$ cat config.mk
export PLATFORM = sky130hd
export DESIGN_NAME = hash_frame_transmitter_flat
export DESIGN_NICKNAME = d
export VERILOG_FILES = /design/src/rtl/hash_frame_transmitter_pkg.sv /design/src/rtl/hash_frame_transmitter_if.sv /design/src/rtl/hash_frame_transmitter_byte_shifter.sv /design/src/rtl/hash_frame_transmitter.sv /design/src/flat_wrapper.sv
export SDC_FILE = /design/constraint.sdc
export NUM_CORES = 1
export LEC_CHECK = 0
export BUFFER_PORTS_ARGS = -buffer_cell sky130_fd_sc_hd__buf_2
export CORE_ASPECT_RATIO = 0.75
export CORE_MARGIN = 2
export CORE_UTILIZATION = 45
export CTS_CLUSTER_DIAMETER = 120
export DETAILED_ROUTE_END_ITERATION = 10
export PLACE_DENSITY = 0.71
export SLEW_MARGIN = 5
export SYNTH_ARGS = -nofsm -noshare
export SYNTH_HDL_FRONTEND = slang
export SYNTH_SLANG_ARGS = --single-unit
$ cat constraint.sdc
create_clock -name Clock -period 1.68 [get_ports Clock]
set_input_delay 0.252 -clock Clock [delete_from_list [all_inputs] [get_ports Clock]]
set_output_delay 0.252 -clock Clock [all_outputs]
set_load 0.02 [all_outputs]
$ cat src/rtl/hash_frame_transmitter_pkg.sv
// rtl/hash_frame_transmitter_pkg.sv - shared types and helpers for the hash frame transmitter
// Contents: frame state enum, default sync byte, counter width helper.
package hash_tx_pkg;

  typedef enum logic [1:0] {
    IDLE  = 2'd0,
    SYNC  = 2'd1,
    DATA  = 2'd2,
    CHECK = 2'd3
  } tx_state_t;

  localparam logic [7:0] DEFAULT_SYNC_BYTE = 8'hA5;

  // Payload byte index width; never narrower than one bit.
  function automatic int cnt_width(input int n_bytes);
    return (n_bytes <= 2) ? 1 : $clog2(n_bytes);
  endfunction

endpackage

$ cat src/rtl/hash_frame_transmitter_if.sv
// rtl/hash_frame_transmitter_if.sv - request and byte-stream bundle of the hash frame transmitter
// Signals: Start/HashValue request, Byte/Valid/Ready/Last stream, Busy and Z status.
// master = transmitter side, slave = hash engine plus byte sink side.
interface hash_frame_transmitter_if #(
  parameter int HASH_BYTES = 8
);
  logic                    Start;
  logic [8*HASH_BYTES-1:0] HashValue;
  logic [7:0]              Byte;
  logic                    Valid;
  logic                    Ready;
  logic                    Last;
  logic                    Busy;
  logic                    Z;

  modport master (
    input  Start, HashValue, Ready,
    output Byte, Valid, Last, Busy, Z
  );

  modport slave (
    output Start, HashValue, Ready,
    input  Byte, Valid, Last, Busy, Z
  );
endinterface

$ cat src/rtl/hash_frame_transmitter_byte_shifter.sv
// rtl/hash_frame_transmitter_byte_shifter.sv - hash word holding register presenting one payload byte at a time
// Ports: clk, rst (sync, active-high), load/data capture the word, shift advances
// one byte, cur_byte is the byte at the send end.
module hash_byte_shifter #(
  parameter int HASH_BYTES = 8,
  parameter bit MSB_FIRST  = 1'b1
) (
  input  logic                    clk,
  input  logic                    rst,
  input  logic                    load,
  input  logic                    shift,
  input  logic [8*HASH_BYTES-1:0] data,
  output logic [7:0]              cur_byte
);
  localparam int W = 8 * HASH_BYTES;

  logic [W-1:0] sr;

  always_ff @(posedge clk) begin
    if (rst) begin
      sr <= '0;
    end else if (load) begin
      sr <= data;
    end else if (shift) begin
      // The send end is the top byte for MSB-first, the bottom byte otherwise.
      sr <= MSB_FIRST ? {sr[W-9:0], 8'h00} : {8'h00, sr[W-1:8]};
    end
  end

  assign cur_byte = MSB_FIRST ? sr[W-1 -: 8] : sr[7:0];
endmodule

$ cat src/rtl/hash_frame_transmitter.sv
// rtl/hash_frame_transmitter.sv - frames a captured hash word as sync, payload, XOR checksum bytes
// Ports: Clock, Reset (sync, active-high), bus (master modport): Start/HashValue
// request, Byte/Valid/Ready/Last output stream, Busy while a frame is in flight,
// Z one-cycle pulse after the final handshake.
module hash_frame_transmitter
  import hash_tx_pkg::*;
#(
  parameter int         HASH_BYTES = 8,
  parameter bit         MSB_FIRST  = 1'b1,
  parameter logic [7:0] SYNC_BYTE  = DEFAULT_SYNC_BYTE
) (
  input logic                      Clock,
  input logic                      Reset,
  hash_frame_transmitter_if.master bus
);
  localparam int             CW       = cnt_width(HASH_BYTES);
  localparam logic [CW-1:0]  LAST_IDX = CW'(HASH_BYTES - 1);

  tx_state_t     state, state_nx;
  logic [CW-1:0] cnt;
  logic [7:0]    csum;
  logic [7:0]    cur_byte;
  logic          z_q;
  logic          load, shift, frame_done;
  logic [7:0]    byte_c;
  logic          valid_c, last_c;

  hash_byte_shifter #(
    .HASH_BYTES (HASH_BYTES),
    .MSB_FIRST  (MSB_FIRST)
  ) u_shifter (
    .clk      (Clock),
    .rst      (Reset),
    .load     (load),
    .shift    (shift),
    .data     (bus.HashValue),
    .cur_byte (cur_byte)
  );

  always_ff @(posedge Clock) begin
    if (Reset) begin
      state <= IDLE;
    end else begin
      state <= state_nx;
    end
  end

  // Outputs decode only from registered state, so nothing combinational reaches
  // the stream from Ready or Start, and a stall simply holds every register.
  always_comb begin
    state_nx   = state;
    load       = 1'b0;
    shift      = 1'b0;
    frame_done = 1'b0;
    byte_c     = 8'h00;
    valid_c    = 1'b0;
    last_c     = 1'b0;
    case (state)
      IDLE: begin
        if (bus.Start) begin
          load     = 1'b1;
          state_nx = SYNC;
        end
      end
      SYNC: begin
        byte_c  = SYNC_BYTE;
        valid_c = 1'b1;
        if (bus.Ready) state_nx = DATA;
      end
      DATA: begin
        byte_c  = cur_byte;
        valid_c = 1'b1;
        if (bus.Ready) begin
          shift = 1'b1;
          if (cnt == LAST_IDX) state_nx = CHECK;
        end
      end
      CHECK: begin
        byte_c  = csum;
        valid_c = 1'b1;
        last_c  = 1'b1;
        if (bus.Ready) begin
          frame_done = 1'b1;
          state_nx   = IDLE;
        end
      end
      default: state_nx = IDLE;
    endcase
  end

  always_ff @(posedge Clock) begin
    if (Reset) begin
      cnt  <= '0;
      csum <= 8'h00;
      z_q  <= 1'b0;
    end else begin
      z_q <= frame_done;
      if (load) begin
        cnt  <= '0;
        csum <= 8'h00;
      end else if (shift) begin
        cnt  <= cnt + CW'(1);
        csum <= csum ^ cur_byte;
      end
    end
  end

  assign bus.Byte  = byte_c;
  assign bus.Valid = valid_c;
  assign bus.Last  = last_c;
  assign bus.Busy  = valid_c;
  assign bus.Z     = z_q;
endmodule
$ cat src/flat_wrapper.sv
// flat-port wrapper written by rule: the top's interface ports become plain ports
module hash_frame_transmitter_flat import hash_tx_pkg::*;
#(
  parameter int         HASH_BYTES = 8,
  parameter bit         MSB_FIRST  = 1'b1,
  parameter logic [7:0] SYNC_BYTE  = DEFAULT_SYNC_BYTE
)
  (Clock, Reset, bus_Start, bus_HashValue, bus_Ready, bus_Byte, bus_Valid, bus_Last, bus_Busy, bus_Z);
  hash_frame_transmitter_if #(.HASH_BYTES(HASH_BYTES)) bus_i ();
  input logic Clock;
  input logic Reset;
  input wire logic [$bits(bus_i.Start)-1:0] bus_Start;
  input wire logic [$bits(bus_i.HashValue)-1:0] bus_HashValue;
  input wire logic [$bits(bus_i.Ready)-1:0] bus_Ready;
  output wire logic [$bits(bus_i.Byte)-1:0] bus_Byte;
  output wire logic [$bits(bus_i.Valid)-1:0] bus_Valid;
  output wire logic [$bits(bus_i.Last)-1:0] bus_Last;
  output wire logic [$bits(bus_i.Busy)-1:0] bus_Busy;
  output wire logic [$bits(bus_i.Z)-1:0] bus_Z;
  assign bus_i.Start = bus_Start;
  assign bus_i.HashValue = bus_HashValue;
  assign bus_i.Ready = bus_Ready;
  assign bus_Byte = bus_i.Byte;
  assign bus_Valid = bus_i.Valid;
  assign bus_Last = bus_i.Last;
  assign bus_Busy = bus_i.Busy;
  assign bus_Z = bus_i.Z;
  hash_frame_transmitter #(.HASH_BYTES(HASH_BYTES), .MSB_FIRST(MSB_FIRST), .SYNC_BYTE(SYNC_BYTE)) u_core (.Clock(Clock), .Reset(Reset), .bus(bus_i));
endmodule
# Yosys cells after proc, flatten, opt, wreduce, memory -nomap -nowiden

Index checks and enable logic that the tools add are counted.

Logic and storage cells: 38
Register bits: 78

Multiplexer cells: 15
Equality and inequality tests: 9
Reductions and logical operators: 6
Bitwise logic cells: 2
$add $sub $neg: 1

Operators with widths:

| cell                  | count |
|---|---|
| $mux W64              | 2 |
| $pmux W8 S3           | 1 |
| $mux W2               | 5 |
| $ne A2 B2 Y1 const B  | 4 |
| $pmux W2 S4           | 1 |
| $xor A8 B8 Y8         | 1 |
| $mux W1               | 6 |
| $reduce_and A5 Y1     | 1 |
| $eq A2 B2 Y1 const B  | 2 |
| $reduce_or A2 Y1      | 2 |
| $add A3 B1 Y3 const B | 1 |
| $eq A3 B3 Y1 const B  | 1 |
| $reduce_or A3 Y1      | 1 |
| $eq A2 B1 Y1 const B  | 1 |
| $logic_not A2 Y1      | 1 |
| $ne A2 B1 Y1 const B  | 1 |
| $reduce_bool A2 Y1    | 1 |
| $not A1 Y1            | 1 |

# Depth between registers and ports, before layout

Gate-level depths: netlist of run 1.

Word-level depth: 4
Depth in mapped cells: 8
Gate-level depth less buffers: 5

# By module

Synthesis of run 1 repeated with hierarchy kept, for this count alone.

Cells, all modules: 386
Area total of the unflattened synthesis: 3774.9 um^2

Modules (own cells, without submodules):

| module                 | cells an instance | area an instance (um^2) | sequential area each (um^2) | instances |
|---|---|---|---|---|
| hash_byte_shifter      | 293               | 2995.4                  | 1281.2                      | 1 |
| hash_frame_transmitter | 93                | 779.5                   | 280.3                       | 1 |

# Worst setup path after synthesis of run 1

OpenSTA, ideal clock, no wires.

Path type: register to output
Start: register u_core.state[1]
End: output port bus_Byte[0]
Required time: 1.428 ns
Slack: -0.087 ns
Data arrival time: 1.515 ns
Stages on the path, launching flop included: 7
Cells stage by stage: dfxtp_1 ha_1 buf_4 buf_6 buf_2 a22oi_1 a21oi_1

Word-level cells in the longest chain between the ends: 2
Elaborated cells on any way between the ends: 4
Classes of those cells: eq/ne: 3; mux: 1

RTL lines:

| item                                         | line                         | RTL |
|---|---|---|
| start, declared                              | hash_frame_transmitter.sv:19 | `tx_state_t state, state_nx;` |
| start signal, assigned                       | hash_frame_transmitter.sv:44 | `state <= state_nx;` |
| $eq A2 B2 Y1 or $eq A2 B1 Y1 (tied branches) | hash_frame_transmitter.sv:58 | `case (state)` |
| $pmux W8 S3 *                                | hash_frame_transmitter.sv:58 |  |
| end, declared                                | flat_wrapper.sv:15           | `output wire logic [$bits(bus_i.Byte)-1:0] bus_Byte;` |

Every way passes the cells marked *; elsewhere a longest branch is shown, timed or not.

# Worst setup path after layout of run 1

Start: register u_core.state[0]
End: output port bus_Byte[3]

Same word-level chain as after synthesis.

==> summary.md, run 1 <==
| Metric | Value |
|---|---|
| Status | `finished, violations left` |
| Violated checks | `negative setup slack` |
| Vias | `3622` |
| Die X | `110 um` |
| Commonest non-fill, non-tap cell in the layout | `dfxtp_1` |
| WL/cell | `16.6 um` |
| Final ANT Viol Nets | `0` |
| DR top layer | `met4` |
| # setup viols final | `4` |
| Final WL | `10.5 mm` |
| Hold Crit Start | `bus_HashValue[3]` |
| Fill cells | `686` |
| Clock Path Buffers | `2` |
| Die height | `83.6 um` |
| Final non-filler cell total | `631` |
| Flop-to-flop setup slack | `0.01 ns` |
| Worst Setup Path Type | `reg2out` |
| Layout area overhead | `32.6%` |
| Seq/Total Area, Yosys | `41.1%` |
| Drt first pass iters | `5` |
| Final Hold Vio Count | `0` |
| Cell Pwr Density | `1630 nW/um2` |
| Syn_area_per_cell | `8.66 um2` |
| WL met3 | `660 um` |
| Cell count after synthesis | `439` |
| Finished Cell Area | `5040 um2` |
| Io pins | `80` |
| Gr usage total | `21.4%` |
| R2r worst-path depth | `8` |
| Post-Syn Area | `3800 um2` |
| DP HPWL | `6.33 mm` |
| Critical path's slowest cell | `dfxtp_4` |
| TritonCTS clock tree | `built` |
| Slew @ Worst Pin | `0.470 ns` |
| Routed wl met2 | `4.85 mm` |
| Cell accounting for the most synthesized area | `dfxtp_1` |
| Port bufs | `79` |
| CP peak stage delay | `0.38 ns` |
| Placed Cells | `597` |
| Layout cells sized above 1 | `36.5%` |
| RSZ-0062 raised after global routing | `true` |
| Largest driver fanout on the critical path | `7` |
| Warnings from Yosys | `0` |
| Final period util | `102%` |
| Post-synthesis net count | `513` |
| Fin nets | `596` |
| Max-Cap Viols | `0` |
| Crit path launch type | `flip-flop` |
| Root Buffer | `clkbuf_16` |
| Final Max Tran Viols | `0` |
| Initial antenna violation count | `0` |
| Drt initial violations | `375` |
| Worst path arrival time | `1.46 ns` |
| Peak Freq | `584 MHz` |
| Routed vias/inst | `5.74` |
| Reg-to-Reg Start | `u_core.state[0]$_SDFFE_PP0P_` |
| Setup ws final | `-0.0333 ns` |
| Commonest non-fill, non-tap cells in the layout | `dfxtp_1 (76), nor2_1 (75), buf_2 (70), nand3_1 (66), nand2_1 (62)` |
| Post-layout min period | `1.71 ns` |
| N_diodes | `0` |
| CTS Buf Count | `9` |
| End of the critical path | `bus_Byte[3]` |
| Top cell family by delay on the critical path | `flip-flops` |
| Buf/Inv on CP | `3` |
| FP Rows | `28` |
| Reg clk slew, reported paths | `0.06 ns` |
| Area contributors post-synth | `dfxtp_1 (41%), a311oi_2 (10%), nand3_1 (8.7%)` |
| Clk_skew | `0.00365 ns` |
| Top cell type's share of synthesized area | `41.1%` |
| Crit path from | `u_core.state[0]$_SDFFE_PP0P_` |
| Gr ovfl total | `0` |
| Skew-Pair Late Insertion Delay | `0.34 ns` |
| Worst min path class | `in2reg` |
| FF-to-FF End | `u_core.u_shifter.sr[57]$_SDFFE_PP0P_` |
| Synth cell types | `25` |
| DP Area | `4300 um2` |
| Largest net degree at the start of global routing | `65` |
| Crit. End Element | `output port` |
| Post-synthesis register bit count | `78` |
| H-tree depth | `3` |
| Slew headroom | `68.7%` |
| Cells along the critical path | `inv_4, ha_4, buf_6, a22oi_2, nor2_1, buf_4` |
| LEAKAGE | `0.00195 uW` |
| Drc violations | `0` |
| Starting density of the core | `47.2%` |
| Sink Count | `78` |
| Peak supply drop | `1270 uV` |
| Full die area | `9200 um2` |
| Global-route wire length before repair | `15.5 mm` |
| Core area | `8060 um2` |
| Hold slack final | `0.171 ns` |
| Final GP Congestion | `0.769` |
| Routed length on met1 | `4.84 mm` |
| Worst EP required | `1.43 ns` |
| Critical path depth | `6` |
| Vias in the first global route | `3318` |
-- layer usage --
layer  vias up  track usage, %
li1       1747               -
met1      1720            29.7
met2       139            31.5
met5         -               0
met4         0            5.57
met3        16            7.34
-- state kept, by name (all words and copies together) (netlist names) --
register	count
u_core.csum	8
u_core.bus.Z	1
u_core.u_shifter.sr	64
u_core.cnt	3
u_core.state	2
-- cells by family after synthesis --
group / after synthesis / synth area share [%]
compound gates: 82 / 22.4
xor+xnor: 9 / 2.07
fa+ha+maj: 6 / 1.98
buf+inv: 52 / 8.56
flops: 78 / 41.1
mux: 1 / 0.263
simple gates: 211 / 23.6
-- Yosys cell counts --
cell	instances
dfxtp_1	78
nor2_1	78
nand3_1	66
nand2_1	62
a311oi_1	30
a311oi_2	26
buf_2	20
a22oi_1	16
buf_4	14
xor2_1	9
buf_6	7
a21oi_1	6
ha_1	6
clkbuf_1	5
inv_1	5
nand2_4	2
a221oi_2	1
a22oi_2	1
and2_1	1
and3_1	1
buf_1	1
mux2i_1	1
o21ba_2	1
o221a_1	1
or2_2	1
-- cell type report --
class                           count  area, um2  share of cell area (%)
Clock buffer                       14        264                    5.24
Tap cell                          105        131                    2.61
Timing Repair Buffer              118        963                    19.1
Inverter                            5       21.3                   0.422
Multi-Input combinational cell    310       2080                    41.4
Sequential cell                    78       1570                    31.1
Clock inverter                      1       5.00                  0.0994
-- power by group --
group	total [uW]	switching (uW)	internal [uW]
logic	3700	1990	1710
registers	2730	365	2370
clock network	1790	714	1070
total	8220	3070	5150
-- how the worst min path moves through the flow --
| stage | slack (ns) | end | depth (start not counted) |
|---|---|---|---|
| CTS | 0.16 | u_core.u_shifter.sr[4]$_SDFFE_PP0P_ | 3 |
| finish | 0.17 | u_core.u_shifter.sr[3]$_SDFFE_PP0P_ | 3 |
| floorplan | 0.41 | u_core.u_shifter.sr[0]$_SDFFE_PP0P_ | 2 |
| detailed placement | 0.45 | u_core.cnt[1]$_SDFFE_PP0P_ | 2 |
| global route | 0.16 | u_core.u_shifter.sr[4]$_SDFFE_PP0P_ | 3 |
| global placement | 0.45 | u_core.cnt[1]$_SDFFE_PP0P_ | 2 |
-- worst reg2reg max path: stages (launching register included) --
cell	delay [ns]
dfxtp_4	0.38
inv_4	0.05
ha_4	0.20
buf_6	0.14
buf_4	0.17
nand2_8	0.15
buf_12	0.14
nand2_1	0.06
a311oi_2	0.29
-- per-stage QoR --
| stage | setup TNS, ns | setup slack (ns) | power (uW) | util, % |
|---|---|---|---|---|
| detailed placement | 0 | 0.0256 | 5580 | 53.4 |
| global route | -1.41 | -0.0922 | 8660 | 62.5 |
| finish | -0.0582 | -0.0333 | 8220 | 62.5 |
| floorplan | 0 | 0.0283 | 4830 | - |
| CTS | -0.111 | -0.0280 | 7610 | 58.5 |
| global placement | 0 | 0.105 | 5500 | 53.4 |
-- repair_timing --
item	4_1_cts	5_1_grt
hold buffers	0	0
setup buffers	7	4
cloned	0	8
pin swaps	7	27
endpoints found under the setup margin	11	37
gates resized for setup	25	33
Note: power is estimated with default switching activity, not from simulation.
==> run 2, diff against run 1 <==
- CORE_ASPECT_RATIO: 0.75 -> default
==> run 2 against run 1 <==
The run still ends with negative setup slack left. Worst setup slack worse by 0.023 ns. Largest cell class unchanged. Utilization down 6.4 points. Sequential power hardly changed. First-iteration DRC count shrank 58%. Worst hold slack lost 0.0035 ns. Fmax is 1.3% lower. Power is 13% lower. Clock skew up 0.0039 ns. Via count down 6.7%. Combinational power is 17% lower. Global-route usage down 0.85 points. Non-clock buffer count fell by 18.
==> summary.md, run 2 (synthesis gave the netlist of run 1 again) <==
| Metric | Value |
|---|---|
| Max-Cap Viols | `0` |
| Max FFs per register | `64` |
| Clk_skew | `0.00757 ns` |
| Reg clk slew, reported paths | `0.08 ns` |
| Root Buffer | `clkbuf_8` |
| Starting density of the core | `46.2%` |
| Worst Hold Endpoint | `u_core.u_shifter.sr[4]$_SDFFE_PP0P_` |
| Most flops, register | `u_core.u_shifter.sr` |
| LEAKAGE | `0.00176 uW` |
| Reg power frac | `37.7%` |
| Drt first pass iters | `4` |
| Final period util | `103%` |
| Biggest regs | `u_core.u_shifter.sr (64), u_core.csum (8), u_core.cnt (3)` |
| Worst min path class | `in2reg` |
| Sw Ratio | `38.6%` |
| Peak supply drop | `666 uV` |
| Full die area | `9190 um2` |
| Final Max Tran Viols | `0` |
| Post-layout min period | `1.74 ns` |
| Logic pwr share | `42.8%` |
| Clock network power share | `19.5%` |
| Met1 global-route usage | `26.4%` |
| Worst Setup Path Type | `reg2out` |
| Die X | `95.9 um` |
| Hold Crit Start | `bus_HashValue[4]` |
| Final Hold Vio Count | `0` |
| FF-to-FF End | `u_core.u_shifter.sr[51]$_SDFFE_PP0P_` |
| Layout cells sized above 1 | `32.7%` |
| Largest driver fanout on the critical path | `12` |
| Gr ovfl total | `0` |
| Flop-to-flop setup slack | `0.06 ns` |
| Port bufs | `79` |
| Commonest non-fill, non-tap cells in the layout | `nor2_1 (77), dfxtp_1 (76), buf_2 (71), nand3_1 (66), nand2_1 (62)` |
| Vias | `3381` |
| Hold Path Cell Cnt | `3` |
| Final GP Congestion | `0.807` |
| Final WL | `9.12 mm` |
| TritonCTS clock tree | `built` |
| Fin nets | `577` |
| Drc violations | `0` |
| CTS Buf Count | `9` |
| Commonest non-fill, non-tap cell in the layout | `nor2_1` |
| Violated checks | `negative setup slack` |
| Clock Path Buffers | `2` |
| Cell-internal power | `4400 uW` |
| Setup TNS | `-0.265 ns` |
| Setup ws final | `-0.0560 ns` |
| Peak Freq | `576 MHz` |
| Sw Pwr | `2770 uW` |
| Sink Count | `78` |
| Crit path from | `u_core.state[0]$_SDFFE_PP0P_` |
| Slew headroom | `71.6%` |
| Skew-Pair Late Insertion Delay | `0.34 ns` |
| Fill cells | `779` |
| Die height | `95.9 um` |
| H-tree depth | `3` |
| Grt peak-use layer | `met2` |
| Cts hold-fix bufs | `0` |
| Layout Utilization | `56.1%` |
| # setup viols final | `8` |
| Routed vias/inst | `5.52` |
| Slew @ Worst Pin | `0.426 ns` |
| Io pins | `80` |
| Worst EP required | `1.43 ns` |
| WL/cell | `14.9 um` |
| Final ANT Viol Nets | `0` |
| Crit. End Element | `output port` |
| Global-route wire length before repair | `14.7 mm` |
| Gr usage total | `20.5%` |
| RSZ-0062 raised after global routing | `true` |
| Met3 GRT Util | `5.17%` |
| Largest net degree at the start of global routing | `65` |
| Crit path launch type | `flip-flop` |
| FP Rows | `33` |
| Core area | `8220 um2` |
| Reg-to-Reg Start | `u_core.state[0]$_SDFFE_PP0P_` |
| Worst path arrival time | `1.48 ns` |
| Drt initial violations | `157` |
| DP HPWL | `6.09 mm` |
| R2r worst-path depth | `8` |
| Multi-input gate area | `1990 um2` |
| FF/Latch Area | `1570 um2` |
| Tot Pwr | `7170 uW` |
| Initial antenna violation count | `0` |
| M2 GR Usage | `33.6%` |
| Vias in the first global route | `3104` |
| Cell Pwr Density | `1550 nW/um2` |
| N_diodes | `0` |
| Status | `finished, violations left` |
| Layout area overhead | `21.4%` |
run 2: changes by cell type in the layout (fill, tap and decap cells not counted), sizes merged:
cell | before | now
buf | 113 | 100
nand2 | 65 | 64
clkbuf | 19 | 10
clkinv | 1 | 4
bufinv | 0 | 1
clkinvlp | 0 | 1
run 2: final cells by class:
| cell class | count | share of cell area, % |
|---|---|---|
| Clock inverter | 6 | 1.33 |
| Inverter | 5 | 0.461 |
| Multi-Input combinational cell | 309 | 43.2 |
| Clock buffer | 10 | 2.98 |
| Sequential cell | 78 | 34.0 |
| Tap cell | 105 | 2.85 |
| Timing Repair Buffer | 100 | 15.1 |
run 2: layer usage:
layer  wire (um)  share of wire, %  up-vias
met5           0                 0        -
met4         153               1.7        0
met3         443               4.9       12
met2        4510                49       85
met1        4020                44     1586
li1            -                 -     1698
run 2: power groups by stage:
stage          registers (uW)  clock network (uW)  logic, uW
2_1_floorplan            2610                   0       2220
3_3_place_gp             2690                   0       2780
3_5_place_dp             2700                   0       2840
4_1_cts                  2690                1440       3050
5_1_grt                  2750                1520       3370
6_report                 2700                1400       3070
run 2: worst max-delay path: stages (launching register included):
cell     delay (ns)
dfxtp_4        0.37
inv_4          0.04
ha_4           0.17
buf_12         0.14
a22oi_2        0.18
a21oi_2        0.07
buf_4          0.17
run 2: what timing repair did:
action	in CTS	in global routing
endpoints found under the setup margin	11	11
gates cloned	0	0
resized for setup	25	2
buffers inserted	5	0
pin swaps	6	2
run 2: through the flow:
stage / instances / instance area, um2 / worst slack, ns / hold WS, ns
after floorplan: 439 / 3820 / 0.0283 / 0.413
after global placement: 592 / 4270 / 0.144 / 0.448
after detailed placement: 592 / 4270 / 0.0581 / 0.456
after CTS: 613 / 4600 / -0.0585 / 0.151
after global routing: 613 / 4610 / -0.118 / 0.152
final: 613 / 4610 / -0.0560 / 0.168
run 2: how the worst max path moves through the flow:
| stage | end | depth (start not counted) |
|---|---|---|
| after floorplan | bus_Byte[0] | 7 |
| after global placement | bus_Byte[7] | 6 |
| after detailed placement | u_core.u_shifter.sr[20]$_SDFFE_PP0P_ | 7 |
| after CTS | bus_Byte[5] | 6 |
| after global routing | bus_Byte[4] | 6 |
| final | bus_Byte[5] | 6 |
